File: config.mk
export PLATFORM = sky130hd
export DESIGN_NAME = operand2_stage
export DESIGN_NICKNAME = d
export VERILOG_FILES = /design/src/rtl/operand2_stage_pkg.sv /design/src/rtl/src2_decode.sv /design/src/rtl/operand2_stage.sv
export SDC_FILE = /design/constraint.sdc
export NUM_CORES = 1
export LEC_CHECK = 0
export ABC_CLOCK_PERIOD_IN_PS = 1630
export BUFFER_PORTS_ARGS = -buffer_cell sky130_fd_sc_hd__buf_2
export CORE_MARGIN = 4
export CORE_UTILIZATION = 43
export CTS_CLUSTER_DIAMETER = 80
export CTS_CLUSTER_SIZE = 40
export DETAILED_ROUTE_END_ITERATION = 16
export PLACE_DENSITY = 0.8
export SYNTH_ARGS = -nofsm -noshare
export SYNTH_HDL_FRONTEND = slang
export SYNTH_SLANG_ARGS = --single-unit
File: constraint.sdc
create_clock -name clk -period 1.63 [get_ports clk]
set_input_delay 0.2445 -clock clk [delete_from_list [all_inputs] [get_ports clk]]
set_output_delay 0.2445 -clock clk [all_outputs]
set_load 0.02 [all_outputs]
File: src/rtl/operand2_stage_pkg.sv
// Shared types for the operand-2 stage.
//   state_t   : stage FSM states (EMPTY / RS_FETCH / FULL)
//   SH_*      : shifter type encodings carried on the sh output
//   src2_t    : decoded Src2 field produced by src2_decode
//   rs_shamt  : clamps the low byte of Rs to a 5-bit shift amount plus overflow flag
package operand2_stage_pkg;

  typedef enum logic [1:0] {
    EMPTY    = 2'd0,
    RS_FETCH = 2'd1,
    FULL     = 2'd2
  } state_t;

  localparam logic [1:0] SH_LSL = 2'b00;
  localparam logic [1:0] SH_LSR = 2'b01;
  localparam logic [1:0] SH_ASR = 2'b10;
  localparam logic [1:0] SH_ROR = 2'b11;

  typedef struct packed {
    logic       use_imm;   // operand is the 8-bit immediate, not Rm
    logic [7:0] imm8;
    logic [1:0] sh;
    logic [4:0] shamt5;    // meaningless when needs_rs is set
    logic       needs_rs;  // shift amount comes from Rs
    logic [3:0] rs_addr;
  } src2_t;

  // {shamt_big, shamt5}: amounts of 32..255 saturate to 31 and raise the flag
  // so the shifter can apply the full-width result.
  function automatic logic [5:0] rs_shamt(input logic [7:0] rs_lo);
    if (rs_lo[7:5] != 3'b000) rs_shamt = {1'b1, 5'd31};
    else                      rs_shamt = {1'b0, rs_lo[4:0]};
  endfunction

endpackage

File: src/rtl/src2_decode.sv
// Combinational decode of the Src2 field of an instruction.
//   instr [25:0] in  : bit 25 = I, bits 11:0 = Src2
//   dec          out : operand source, shift type/amount, Rs request
module src2_decode
  import operand2_stage_pkg::*;
(
  input  logic [25:0] instr,
  output src2_t       dec
);

  // Opcode/register fields above Src2 (other than I) do not affect operand 2.
  logic unused_instr;
  assign unused_instr = ^instr[24:12];

  always_comb begin
    dec         = '0;
    dec.imm8    = instr[7:0];
    dec.rs_addr = instr[11:8];
    if (instr[25]) begin
      // Rotated immediate: rotate right by twice the 4-bit rot field.
      dec.use_imm = 1'b1;
      dec.sh      = SH_ROR;
      dec.shamt5  = {instr[11:8], 1'b0};
    end else begin
      dec.sh       = instr[6:5];
      dec.shamt5   = instr[11:7];
      dec.needs_rs = instr[4];
    end
  end

endmodule

File: src/rtl/operand2_stage.sv
// Operand-2 stage: decodes Src2, optionally fetches Rs for register-specified
// shifts, and holds the shifter inputs until downstream consumes them.
//   clk, reset (sync, active low), flush (sync kill)
//   in_valid/in_ready   : upstream handshake, instr + rd2 (Rm) sampled on accept
//   rs_req/rs_addr/rs_data : one-cycle second register read of Rs
//   out_valid/out_ready : downstream handshake
//   register_o, shamt5, sh, shamt_big : shifter inputs, registered
module operand2_stage
  import operand2_stage_pkg::*;
#(
  parameter int N = 32
) (
  input  logic         clk,
  input  logic         reset,
  input  logic         flush,
  input  logic         in_valid,
  output logic         in_ready,
  input  logic [25:0]  instr,
  input  logic [N-1:0] rd2,
  output logic         rs_req,
  output logic [3:0]   rs_addr,
  input  logic [N-1:0] rs_data,
  output logic         out_valid,
  input  logic         out_ready,
  output logic [N-1:0] register_o,
  output logic [4:0]   shamt5,
  output logic [1:0]   sh,
  output logic         shamt_big
);

  state_t         state, state_nxt;
  src2_t          dec;
  logic           accept;
  logic [N-1:0]   imm_ext;

  // Only the low byte of Rs defines the shift amount.
  logic unused_rs;
  assign unused_rs = ^rs_data;

  src2_decode u_dec (
    .instr (instr),
    .dec   (dec)
  );

  always_comb begin
    imm_ext      = '0;
    imm_ext[7:0] = dec.imm8;
  end

  // Next state and handshake outputs.
  always_comb begin
    state_nxt = state;
    in_ready  = 1'b0;
    case (state)
      EMPTY:   in_ready = 1'b1;
      FULL:    in_ready = out_ready;
      default: in_ready = 1'b0;
    endcase

    accept    = in_valid && in_ready && !flush;
    out_valid = (state == FULL);
    // Rs read is dropped on flush and while reset is held so the register
    // file never sees a request for an abandoned instruction.
    rs_req    = (state == RS_FETCH) && !flush && reset;

    if (accept)                           state_nxt = dec.needs_rs ? RS_FETCH : FULL;
    else if (state == RS_FETCH)           state_nxt = FULL;
    else if (state == FULL && out_ready)  state_nxt = EMPTY;

    if (flush) state_nxt = EMPTY;
  end

  always_ff @(posedge clk) begin
    if (!reset) state <= EMPTY;
    else        state <= state_nxt;
  end

  // Output registers only change on accept or on the Rs return, which keeps
  // them stable across downstream stalls.
  always_ff @(posedge clk) begin
    if (!reset) begin
      register_o <= '0;
      shamt5     <= '0;
      sh         <= SH_LSL;
      shamt_big  <= 1'b0;
      rs_addr    <= '0;
    end else if (accept) begin
      register_o <= dec.use_imm ? imm_ext : rd2;
      sh         <= dec.sh;
      shamt5     <= dec.shamt5;
      shamt_big  <= 1'b0;
      if (dec.needs_rs) rs_addr <= dec.rs_addr;
    end else if (rs_req) begin
      {shamt_big, shamt5} <= rs_shamt(rs_data[7:0]);
    end
  end

endmodule

# Word level (Yosys, flattened, before mapping)
# Index checks and enable logic that the tools add are counted.
# op_classes
eq_ne	2
mux	12
bitwise_logic	1
n_reduce_logical	13
# op_table
operator	n
$mux 32	1
$mux 5	2
$mux 2	4
$mux 7	1
$mux 6	1
$reduce_bool 3->1	2
$logic_and 1x1->1	5
$reduce_or 2->1	2
$eq 2x1->1 const B	1
$eq 2x2->1 const B	1
$logic_not 2->1	1
$mux 1	2
$pmux 1 s2	1
$reduce_and 2->1	1
$reduce_bool 2->1	1
$logic_not 1->1	1
$not 1->1	1
# totals
reg_bits	46
in_bits	95
output_inout_bits	47

# Longest topological paths before layout
# depth
word_depth	5
mapped_depth	6

# Hierarchy
# From an unflattened synthesis, not the netlist that was laid out.
# hier_totals
hier_cells	235
hier_area_um2	2163.3
# modules_own_cells
mod	instances	cells_per_inst	area_per_inst_um2
operand2_stage	1	214	2010.7
src2_decode	1	21	152.6

# Least setup slack after synthesis
# Ideal clock, no wire load.
# synth_path
kind	register to output
start	reg state[0]
end	out out_valid
t_arrival_ps	1096
required_ps	1385
slack_ps	290
stages_incl_launch_ff	5
cell_sequence	dfxtp_1 -> buf_6 -> buf_2 -> buf_1 -> nor2b_1
# synth_via
elab_chain_cells	1
# synth_lines
element	line_no	source
start: declaration	operand2_stage.sv:31	state_t state, state_nxt;
start signal: assignment	operand2_stage.sv:75	else state <= state_nxt;
$eq 2x2->1	operand2_stage.sv:61	out_valid = (state == FULL);
end: declaration	operand2_stage.sv:23	output logic out_valid,
# Every way passes these cells.

# Worst setup path in the final report
# layout_path
start	reg state[0]
end	out rs_req
# layout_via
elab_chain_cells	3
# layout_lines
element	line_no	source
$eq 2x1->1	operand2_stage.sv:64	rs_req = (state == RS_FETCH) && !flush && reset;
$logic_and 1x1->1 (2 in a row)	operand2_stage.sv:64	
end: declaration	operand2_stage.sv:20	output logic rs_req,
# Every way passes these cells.

==> metrics <==
antenna cell count 0; clock transition at the registers of the reported paths 0.08 ns; Leakage Power 1.37 nW; total global routing track utilization 19.3%; sequential cell area in the final layout 925 um^2; number of optimization iterations in the first detailed-route pass 4; combined area of the multi-input logic cells 0.00126 mm^2; launch point of the worst path state[0]$_SDFFE_PP0P_; Die ar. 0.00672 mm^2; total negative setup slack 0 ns; Clock Sinks 46; level count of the clock H-tree 2; Primary FF master, synth sky130_fd_sc_hd__dfxtp_1; standard-cell row count 26; number of top-level pins 142; first-pass GRT wire length 10200 um; final period demand of the worst path 1.56 ns; class of the worst hold path input pin to register; insertion delay to the later sink of the worst-skew pair 0.30 ns; area after detailed placement 0.00290 mm^2; cells after synthesis 260; Worst Max-Slew Pin Slew 0.372 ns; HPWL after DPL 4500 um; post-synthesis area per instance 9.05 um^2; count of warnings emitted by yosys 0; clock tree root buffer cell sky130_fd_sc_hd__clkbuf_8; core area 0.00520 mm^2; Area growth, synth to finish 31.7%; antenna violations before repair 0; area of the mapped netlist 0.00235 mm^2; Post-synth top cells sky130_fd_sc_hd__dfxtp_1, sky130_fd_sc_hd__a21oi_1, sky130_fd_sc_hd__nor2b_1; buffer depth of the longest clock path 2; most common cell in the synthesized netlist sky130_fd_sc_hd__dfxtp_1; average routed wire per standard cell 15.8 um; hold violation count in the final report 0; cell with the largest stage delay on the worst path sky130_fd_sc_hd__dfxtp_4; final cycle utilization of the critical path 96.0%; most area-hungry cell type in the Yosys netlist sky130_fd_sc_hd__dfxtp_1; number of global-route vias before repair 2180; post-route clock skew 0.00285 ns; worst hold slack across all endpoints 0.201 ns; final weighted congestion in routability-driven placement 0.755; status complete, no violations; pin count of the biggest net entering global routing 32; f_max 0.639 GHz; final setup violation count 0; CP cell instances buf_12, nand4bb_4, inv_4, buf_2; power density over the cells 790 mW/mm^2; Async S/R FF share, synth 0%; worst slew slack as a fraction of its limit 75.2%; buffers plus inverters on the worst setup path 3; DRT iter0 DRCs 105; Die Y 82.0 um; final instance area 0.00310 mm^2; required time at the endpoint of the critical path 1.39 ns; drt total wl 6720 um; crit path kind register to primary output; maximum fanout along the worst path 18; CP endpoint kind primary output; TritonCTS clock tree yes; vias per std cell 5.59; count of port buffers added during placement 104; Area contributors post-synth sky130_fd_sc_hd__dfxtp_1, sky130_fd_sc_hd__o31ai_1, sky130_fd_sc_hd__nor2b_1; number of distinct library cell variants in the gate-level netlist after synthesis 33; overflow left after global routing 0; critical path launch point type register; detailed-route DRC error count 0; final core occ 59.5%; top cell type's share of synthesized area 39.1%; remaining number of nets flagged by the antenna check after routing 0; die outline width 82.0 um; Slowest Stage Delay on Critical Path 0.39 ns; post-synthesis register bit count 46; Hold-fix buffers, CTS 0; number of nets produced by synthesis 355; max-capacitance violation count 0; layout cell share with drive strength beyond 1 39.0%; arrival time of the worst setup path 1.32 ns; maximum vdd drop 0.398 mV; pins over their slew limit 0; total number of nets in the final design 450; setup repair after global routing missed its margin false; kind of cell adding the most delay to the critical path buffers and inverters; number of vias after detailed routing 2383; effective utilization at floorplan 45.2%; sequential fraction of the synthesis area 39.1%; number of fillers in the final layout 481; sum of internal, switching and leakage power 2.45 mW; startpoint of the worst-slack reg-to-reg timing path state[1]$_SDFFE_PP0P_; total clock buffers created by CTS 5; number of enable-type register cells in the synthesized netlist 0; hold_sp instr[8]
cells by family after synthesis:
logic type             share of synthesized area, %
buffers and inverters                          8.40
muxes                                          5.11
and+or+nand+nor                                21.3
DFF                                            39.1
AOI/OAI and AO/OA                              26.0
worst min-delay path: stages:
cell and delay [ns]:
sky130_fd_sc_hd__buf_2 0.11, sky130_fd_sc_hd__nand2_1 0.05, sky130_fd_sc_hd__mux2i_1 0.05
final timing paths:
check	endpoint	cells after the start	slack, ns
min	rs_addr[0]$_SDFFE_PN0P_	3	0.20
min reg2reg	rs_addr[0]$_SDFFE_PN0P_	2	0.46
max reg2reg	rs_addr[1]$_SDFFE_PN0P_	5	0.16
max	rs_req	4	0.07
routing by layer:
metal | vias up | GRT usage, % | wire length [um]
li1 | 1176 | - | -
met4 | 0 | 6.48 | 19
met5 | - | 0 | 0
met3 | 2 | 5.15 | 564
met2 | 77 | 31.5 | 3100
met1 | 1128 | 24.5 | 3030
state kept, by name (all words and copies together), names as in the netlist:
register	count
shamt5	5
rs_addr	4
register_o	32
state	2
sh	2
shamt_big	1
power by group:
group	total [mW]	switching, mW	leakage, nW	internal (mW)
combinational	0.418	0.236	0.941	0.183
sequential	1.19	0.0234	0.376	1.17
clock	0.838	0.386	0.0579	0.452
total	2.45	0.646	1.37	1.80
repair_timing:
action / CTS / global route
setup buffers: 0 / 2
pin swaps: 0 / 1
gates resized for setup: 8 / 2
cloned: 1 / 0
endpoints found under the setup margin: 5 / 1
layout by cell type (no fill, tap or decap), types with 2 or more instances in the layout:
master,count
sky130_fd_sc_hd__buf_4,15
sky130_fd_sc_hd__o311a_1,5
sky130_fd_sc_hd__o31ai_1,24
sky130_fd_sc_hd__nor2b_1,25
sky130_fd_sc_hd__a21oi_1,25
sky130_fd_sc_hd__clkinv_2,2
sky130_fd_sc_hd__o31a_1,5
sky130_fd_sc_hd__dfxtp_1,45
sky130_fd_sc_hd__and4_1,4
sky130_fd_sc_hd__nand2_1,9
sky130_fd_sc_hd__buf_2,104
sky130_fd_sc_hd__mux2i_1,12
sky130_fd_sc_hd__nor2_1,4
sky130_fd_sc_hd__buf_12,2
sky130_fd_sc_hd__nand4_1,24
sky130_fd_sc_hd__o21a_1,5
sky130_fd_sc_hd__a311oi_1,10
sky130_fd_sc_hd__a31oi_1,10
sky130_fd_sc_hd__nand2b_1,4
sky130_fd_sc_hd__clkbuf_8,5
layout make-up:
type,instances,area share [%]
multi-input cells,177,40.6
flip-flops and latches,46,29.8
repair buffers,122,22.8
well taps,70,2.83
clock buffers,5,2.22
clock inverters,3,1.29
inverters,3,0.444
through the flow:
stage / setup WS [ns] / std cells
after floorplan: 0.290 / 260
after global placement: -0.148 / 415
after detailed placement: -0.174 / 415
after CTS: 0.00117 / 424
after global routing: 0.00576 / 426
final: 0.0654 / 426
No activity file was read; power rests on OpenSTA's default activity.
